## src/rtl/bus_arb_pkg.sv

```systemverilog
// Shared definitions for the bus host arbiter: host count limit and the
// width rule used for host index signals.
package bus_arb_pkg;

    // Largest number of hosts the arbiter is built for.
    localparam int MAX_HOSTS = 8;

    // Index type wide enough for any supported host count.
    typedef logic [$clog2(MAX_HOSTS)-1:0] host_idx_max_t;

    // Width of a host index for a given host count (at least one bit).
    function automatic int host_idx_w(input int nr_hosts);
        return (nr_hosts > 1) ? $clog2(nr_hosts) : 1;
    endfunction

endpackage

```

## src/rtl/arb_idx_fifo.sv

```systemverilog
// Small synchronous FIFO holding the issuing host index of each accepted
// transaction so responses can be routed back in order.
module arb_idx_fifo
    import bus_arb_pkg::*;
#(
    parameter int Width = 1,
    parameter int Depth = 2
) (
    input  logic             clk_i,
    input  logic             rst_i,
    input  logic             push_i,
    input  logic             pop_i,
    input  logic [Width-1:0] wdata_i,
    output logic             full_o,
    output logic             empty_o,
    output logic [Width-1:0] head_o
);

    localparam int PtrW = (Depth > 1) ? $clog2(Depth) : 1;
    localparam int CntW = $clog2(Depth + 1);

    logic [Width-1:0] mem_q [Depth];
    logic [PtrW-1:0]  wr_ptr_q, wr_ptr_d;
    logic [PtrW-1:0]  rd_ptr_q, rd_ptr_d;
    logic [CntW-1:0]  count_q, count_d;
    logic             push_ok, pop_ok;

    function automatic logic [PtrW-1:0] ptr_inc(input logic [PtrW-1:0] p);
        return (p == PtrW'(Depth - 1)) ? '0 : p + 1'b1;
    endfunction

    assign full_o  = (count_q == CntW'(Depth));
    assign empty_o = (count_q == '0);
    assign head_o  = mem_q[rd_ptr_q];

    // A push into a full FIFO or a pop from an empty one is ignored.
    assign push_ok = push_i & ~full_o;
    assign pop_ok  = pop_i & ~empty_o;

    // Next-state for pointers and occupancy; simultaneous push/pop keeps count.
    always_comb begin
        wr_ptr_d = push_ok ? ptr_inc(wr_ptr_q) : wr_ptr_q;
        rd_ptr_d = pop_ok  ? ptr_inc(rd_ptr_q) : rd_ptr_q;
        count_d  = count_q;
        if (push_ok && !pop_ok) begin
            count_d = count_q + 1'b1;
        end else if (!push_ok && pop_ok) begin
            count_d = count_q - 1'b1;
        end
    end

    // Control state; reset empties the FIFO.
    always_ff @(posedge clk_i) begin
        if (rst_i) begin
            wr_ptr_q <= '0;
            rd_ptr_q <= '0;
            count_q  <= '0;
        end else begin
            wr_ptr_q <= wr_ptr_d;
            rd_ptr_q <= rd_ptr_d;
            count_q  <= count_d;
        end
    end

    // Storage is not reset; entries are only read once written.
    always_ff @(posedge clk_i) begin
        if (push_ok) begin
            mem_q[wr_ptr_q] <= wdata_i;
        end
    end

endmodule

```

## src/rtl/bus_host_arbiter.sv

```systemverilog
// Round-robin arbiter sharing one device bus port among several hosts using
// the req/gnt/rvalid protocol, with in-order response routing.
module bus_host_arbiter
    import bus_arb_pkg::*;
#(
    parameter int NrHosts        = 2,
    parameter int DataWidth      = 32,
    parameter int AddrWidth      = 32,
    parameter int MaxOutstanding = 2
) (
    input  logic                           clk_i,
    input  logic                           rst_i,
    input  logic [NrHosts-1:0]             host_req_i,
    input  logic [NrHosts*AddrWidth-1:0]   host_addr_i,
    input  logic [NrHosts-1:0]             host_we_i,
    input  logic [NrHosts*4-1:0]           host_be_i,
    input  logic [NrHosts*DataWidth-1:0]   host_wdata_i,
    output logic [NrHosts-1:0]             host_gnt_o,
    output logic [NrHosts-1:0]             host_rvalid_o,
    output logic [NrHosts*DataWidth-1:0]   host_rdata_o,
    output logic [NrHosts-1:0]             host_err_o,
    output logic                           dev_req_o,
    output logic [AddrWidth-1:0]           dev_addr_o,
    output logic                           dev_we_o,
    output logic [3:0]                     dev_be_o,
    output logic [DataWidth-1:0]           dev_wdata_o,
    input  logic                           dev_gnt_i,
    input  logic                           dev_rvalid_i,
    input  logic [DataWidth-1:0]           dev_rdata_i,
    input  logic                           dev_err_i
);

    localparam int IdxW = host_idx_w(NrHosts);
    typedef logic [IdxW-1:0] host_idx_t;

    host_idx_t rr_ptr_q, rr_ptr_d;
    logic      lock_q, lock_d;
    host_idx_t lock_idx_q, lock_idx_d;

    logic      win_vld;
    host_idx_t win_idx;
    logic      handshake;
    logic      pop;
    logic      fifo_full, fifo_empty;
    host_idx_t fifo_head;

    // First requesting host at or after 'start', wrapping modulo NrHosts.
    // Result is {found, index}.
    function automatic logic [IdxW:0] rr_select(input logic [NrHosts-1:0] req,
                                                input host_idx_t start);
        logic      found;
        host_idx_t idx;
        int        c;
        found = 1'b0;
        idx   = '0;
        for (int i = 0; i < NrHosts; i++) begin
            c = int'(start) + i;
            if (c >= NrHosts) c = c - NrHosts;
            if (!found && req[c]) begin
                found = 1'b1;
                idx   = host_idx_t'(c);
            end
        end
        return {found, idx};
    endfunction

    // Winner selection: a stalled request keeps the bus until accepted.
    always_comb begin
        logic [IdxW:0] sel;
        sel = rr_select(host_req_i, rr_ptr_q);
        if (lock_q) begin
            win_vld = 1'b1;
            win_idx = lock_idx_q;
        end else begin
            win_vld = sel[IdxW];
            win_idx = sel[IdxW-1:0];
        end
    end

    // A full response FIFO blocks issue even if a response pops this cycle.
    assign dev_req_o = win_vld & ~fifo_full & ~rst_i;
    assign handshake = dev_req_o & dev_gnt_i;

    // Forward the winner's payload and return the grant to it alone.
    always_comb begin
        dev_addr_o  = '0;
        dev_we_o    = 1'b0;
        dev_be_o    = '0;
        dev_wdata_o = '0;
        host_gnt_o  = '0;
        for (int i = 0; i < NrHosts; i++) begin
            if (win_idx == host_idx_t'(i)) begin
                dev_addr_o    = host_addr_i[i*AddrWidth +: AddrWidth];
                dev_we_o      = host_we_i[i];
                dev_be_o      = host_be_i[i*4 +: 4];
                dev_wdata_o   = host_wdata_i[i*DataWidth +: DataWidth];
                host_gnt_o[i] = handshake;
            end
        end
    end

    // Responses with nothing outstanding (or during reset) are dropped.
    assign pop = dev_rvalid_i & ~fifo_empty & ~rst_i;

    // Route the response to the host at the FIFO head; data goes to everyone.
    always_comb begin
        host_rvalid_o = '0;
        host_err_o    = '0;
        for (int i = 0; i < NrHosts; i++) begin
            if (fifo_head == host_idx_t'(i)) begin
                host_rvalid_o[i] = pop;
                host_err_o[i]    = pop & dev_err_i;
            end
        end
    end

    assign host_rdata_o = {NrHosts{dev_rdata_i}};

    // Pointer advance on acceptance, lock capture on a stalled request.
    always_comb begin
        rr_ptr_d   = rr_ptr_q;
        lock_d     = lock_q;
        lock_idx_d = lock_idx_q;
        if (handshake) begin
            rr_ptr_d = (win_idx == host_idx_t'(NrHosts - 1)) ? '0 : win_idx + 1'b1;
            lock_d   = 1'b0;
        end else if (dev_req_o) begin
            lock_d     = 1'b1;
            lock_idx_d = win_idx;
        end
    end

    // Arbitration state registers.
    always_ff @(posedge clk_i) begin
        if (rst_i) begin
            rr_ptr_q   <= '0;
            lock_q     <= 1'b0;
            lock_idx_q <= '0;
        end else begin
            rr_ptr_q   <= rr_ptr_d;
            lock_q     <= lock_d;
            lock_idx_q <= lock_idx_d;
        end
    end

    arb_idx_fifo #(
        .Width (IdxW),
        .Depth (MaxOutstanding)
    ) u_idx_fifo (
        .clk_i   (clk_i),
        .rst_i   (rst_i),
        .push_i  (handshake),
        .pop_i   (pop),
        .wdata_i (win_idx),
        .full_o  (fifo_full),
        .empty_o (fifo_empty),
        .head_o  (fifo_head)
    );

`ifndef SYNTHESIS
    // Flag device responses that arrive with no transaction outstanding.
    always_ff @(posedge clk_i) begin
        if (!rst_i && dev_rvalid_i) begin
            assert (!fifo_empty)
            else $warning("bus_host_arbiter: device response with nothing outstanding dropped");
        end
    end
`endif

endmodule

```

## config.mk

```make
export PLATFORM = sky130hd
export DESIGN_NAME = bus_host_arbiter
export DESIGN_NICKNAME = d
export VERILOG_FILES = /design/src/rtl/bus_arb_pkg.sv /design/src/rtl/arb_idx_fifo.sv /design/src/rtl/bus_host_arbiter.sv
export SDC_FILE = /design/constraint.sdc
export NUM_CORES = 1
export LEC_CHECK = 0
export ABC_AREA = 1
export BUFFER_PORTS_ARGS = -buffer_cell sky130_fd_sc_hd__buf_2
export CAP_MARGIN = 20
export CORE_AREA = 2 2 123 125
export CTS_CLUSTER_DIAMETER = 50
export DETAILED_ROUTE_END_ITERATION = 16
export DIE_AREA = 0 0 125 127
export PLACE_DENSITY_LB_ADDON = 0.3
export SYNTH_ARGS = -nofsm -noshare
export SYNTH_HDL_FRONTEND = slang
export SYNTH_SLANG_ARGS = --single-unit
```

## constraint.sdc

```tcl
create_clock -name clk_i -period 1.6 [get_ports clk_i]
set_input_delay 0.16 -clock clk_i [delete_from_list [all_inputs] [get_ports clk_i]]
set_output_delay 0.16 -clock clk_i [all_outputs]
set_load 0.02 [all_outputs]
```

==> impl_metrics.ini <==
[run_status]
status = finished, violations left
violations = negative setup slack

[sta]
setup_slack_ps = -18.4
slew_viol_final = 0
worst_slew_pin_slew_ps = 229
fin_crit_sh = 1.01
min_period_ps = 1620
setup_viol = 4
fmax_mhz = 618
skew_ps = 3.01
rsz0062_at_grt = yes
maxSlewHeadroom = 0.846
final_hold_viol_count = 0

[yosys]
synth_edf_count = 2
synth_async_sr_flop_share = 0
netlist_instances = 360
ys_ff_latch = 10
netlist_top_cells_count = nand2_1 (225), buf_4 (64), nor2_1 (15)
ys_seq_area_frac = 0.119
synth_area_leader_cell = nand2_1
synth_area_leaders = nand2_1 (45%), buf_4 (26%), dfxtp_1 (8.6%)
synth_cell_type_count = 20
yosysWarnings = 0
yosys.area.top_type_share = 0.455
yosysMostFrequentCell = nand2_1
syn_nets = 538
syn_avg_cell_area_um2 = 5.16
synth_area_um2 = 1860
ys.flop_type = dfxtp_1

[place]
dp_slack_ps = 142
port_buffers = 220
dp_cells = 693
routabilityCongestion = 0.686
dpl.hpwl_um = 5990
placed_cell_area_um2 = 2740

[clock_network]
cts-root-buf = clkbuf_16
clk_latency_ps = 240
clock_path_buffers = 2
clock-sinks = 10
htreeDepth = 1
clkTransAtPathRegs_ps = 40
cts_tree = yes
cts_made_buffers = 3

[critical_path]
cp-start-kind = flop
crit_type = flop to output port
worstPathRequired_ps = 1440
cp_data_arrival_time_ps = 1460
worstSetupEndpointType = output port
critPathMaxFanout = 8

[layout]
stdcell_count = 707
post-route-util = 0.252
stdcell_area_um2 = 3630
n_antenna_cell = 0
final_nets = 702
syn_to_final_growth_pct = 95.6
drive_above_1_share = 0.560

[floorplan]
die_area_um2 = 15900
fp.coreArea_um2 = 14400
die_y_um = 127
ioPinCount = 317
num_rows = 44
start_util = 0.129
die_x_um = 125

[global_route]
antenna_found_initial = 0
grt_pass1_vias = 2293
overflow = 0
grt_pass1_wl_um = 11400
track_usage = 0.0873
use_met3 = 0.0310
grt_busiest_layer = met2
grtUsageMet1 = 0.0977
globalRouteMet2Util = 0.153
grt_max_degree = 39

[pwr]
vdd_drop_max_uv = 319
leakagePower_nw = 2.12
power_density_nw_per_um2 = 674

[detailed_routing]
wl_um = 9220
drtIter0Drc = 67
via_per_inst = 3.70
wire_per_inst_um = 13.0
dr_total_vias = 2616
post-route-drc-count = 0
ant_nets = 0
first_pass_iters = 4

[hold_path]
hp-class = input port to flop

[run]
drv_cap = 0
path summary, 6_finish.rpt:
kind	startpoint	to	slack (ps)	depth (start not counted)
max	lock_q	dev_wdata_o[7]	-20	8
min	rst_i	u_idx_fifo.wr_ptr_q	160	2
max reg2reg	lock_q	u_idx_fifo.count_q[1]	160	9
min reg2reg	u_idx_fifo.rd_ptr_q	u_idx_fifo.rd_ptr_q	500	2
final cells by class:
| class | instances | area, µm² |
|---|---|---|
| Fill cell | 1633 | 10800 |
| Timing Repair Buffer | 237 | 1850 |
| Multi-Input combinational cell | 256 | 1170 |
| Tap cell | 184 | 230 |
| Sequential cell | 10 | 221 |
| Inverter | 16 | 76.3 |
| Clock buffer | 3 | 75.1 |
| Clock inverter | 1 | 3.75 |
worst max-delay path: stages, from the launching register on:
cell	delay, ps
dfxtp_1	370
nor2_2	50
nand2_2	110
nand2_8	120
buf_12	150
clkbuf_16	160
nand2_1	70
nand2_1	50
buf_4	150
per-layer routing:
layer  up-vias  wire length (µm)
li1       1334                 -
met1      1092              3500
met2       167              4620
met3        23               910
met4         0               195
met5         -                 0
logic make-up (layout without fill, tap and decap cells):
logic type / after synthesis / after routing / share of synthesized area
AOI/OAI and AO/OA: 8 / 8 / 0.0290
adders and majority gates: 1 / 1 / 0.00673
DFF: 10 / 10 / 0.119
buffers and inverters: 94 / 257 / 0.332
and+or+nand+nor: 247 / 247 / 0.514
state kept, by name, summed over array words and instances (netlist names), named ones only:
signal	flops
u_idx_fifo.rd_ptr_q	1
u_idx_fifo.mem_q	2
lock_q	1
rr_ptr_q	1
lock_idx_q	1
u_idx_fifo.wr_ptr_q	1
u_idx_fifo.count_q	2
stage by stage:
step / TNS, ps / hold WS [ps] / total power [mW]
5_1_grt: -2970 / 175 / 2.60
4_1_cts: 0 / 159 / 2.01
2_1_floorplan: 0 / 232 / 1.21
3_5_place_dp: 0 / 320 / 1.48
6_report: -42.1 / 157 / 2.45
3_3_place_gp: 0 / 320 / 1.48
timing repair:
| action | 4_1_cts | 5_1_grt |
|---|---|---|
| resized for setup | 17 | 183 |
| setup endpoints to repair | 42 | 72 |
| pin swaps | 2 | 12 |
| cloned | 2 | 6 |
| endpoints found under the hold margin | 0 | 0 |
| setup buffers | 0 | 2 |
| hold buffers | 0 | 0 |
power by group:
group          internal (mW)  total, mW  switching [mW]
clock network          0.328      0.447           0.119
registers              0.286      0.303          0.0173
logic                  0.818       1.70           0.882
cells in the final DEF (no fill, tap or decap):
cell | netlist | layout
dfxtp_2 | 0 | 1
nand2_2 | 0 | 39
buf_2 | 13 | 149
nor3_1 | 2 | 2
nand2_8 | 0 | 1
nand4_1 | 1 | 1
ha_1 | 1 | 1
nand2_1 | 225 | 181
o21ai_1 | 0 | 1
inv_2 | 2 | 1
nand3_2 | 1 | 1
nor2_4 | 1 | 2
dfxtp_1 | 8 | 7
o21a_1 | 1 | 1
o21ai_0 | 3 | 2
buf_16 | 0 | 3
a21oi_4 | 1 | 1
buf_12 | 0 | 5
nand2_4 | 1 | 5
inv_16 | 0 | 1
a21oi_1 | 3 | 3
nor2_1 | 15 | 13
nand3_1 | 1 | 1
buf_6 | 1 | 63
nor2_2 | 0 | 1
inv_1 | 14 | 14
clkbuf_16 | 0 | 8
clkinv_1 | 0 | 1
buf_4 | 64 | 12
edfxtp_1 | 2 | 2
No activity file was read; power rests on OpenSTA's default activity.
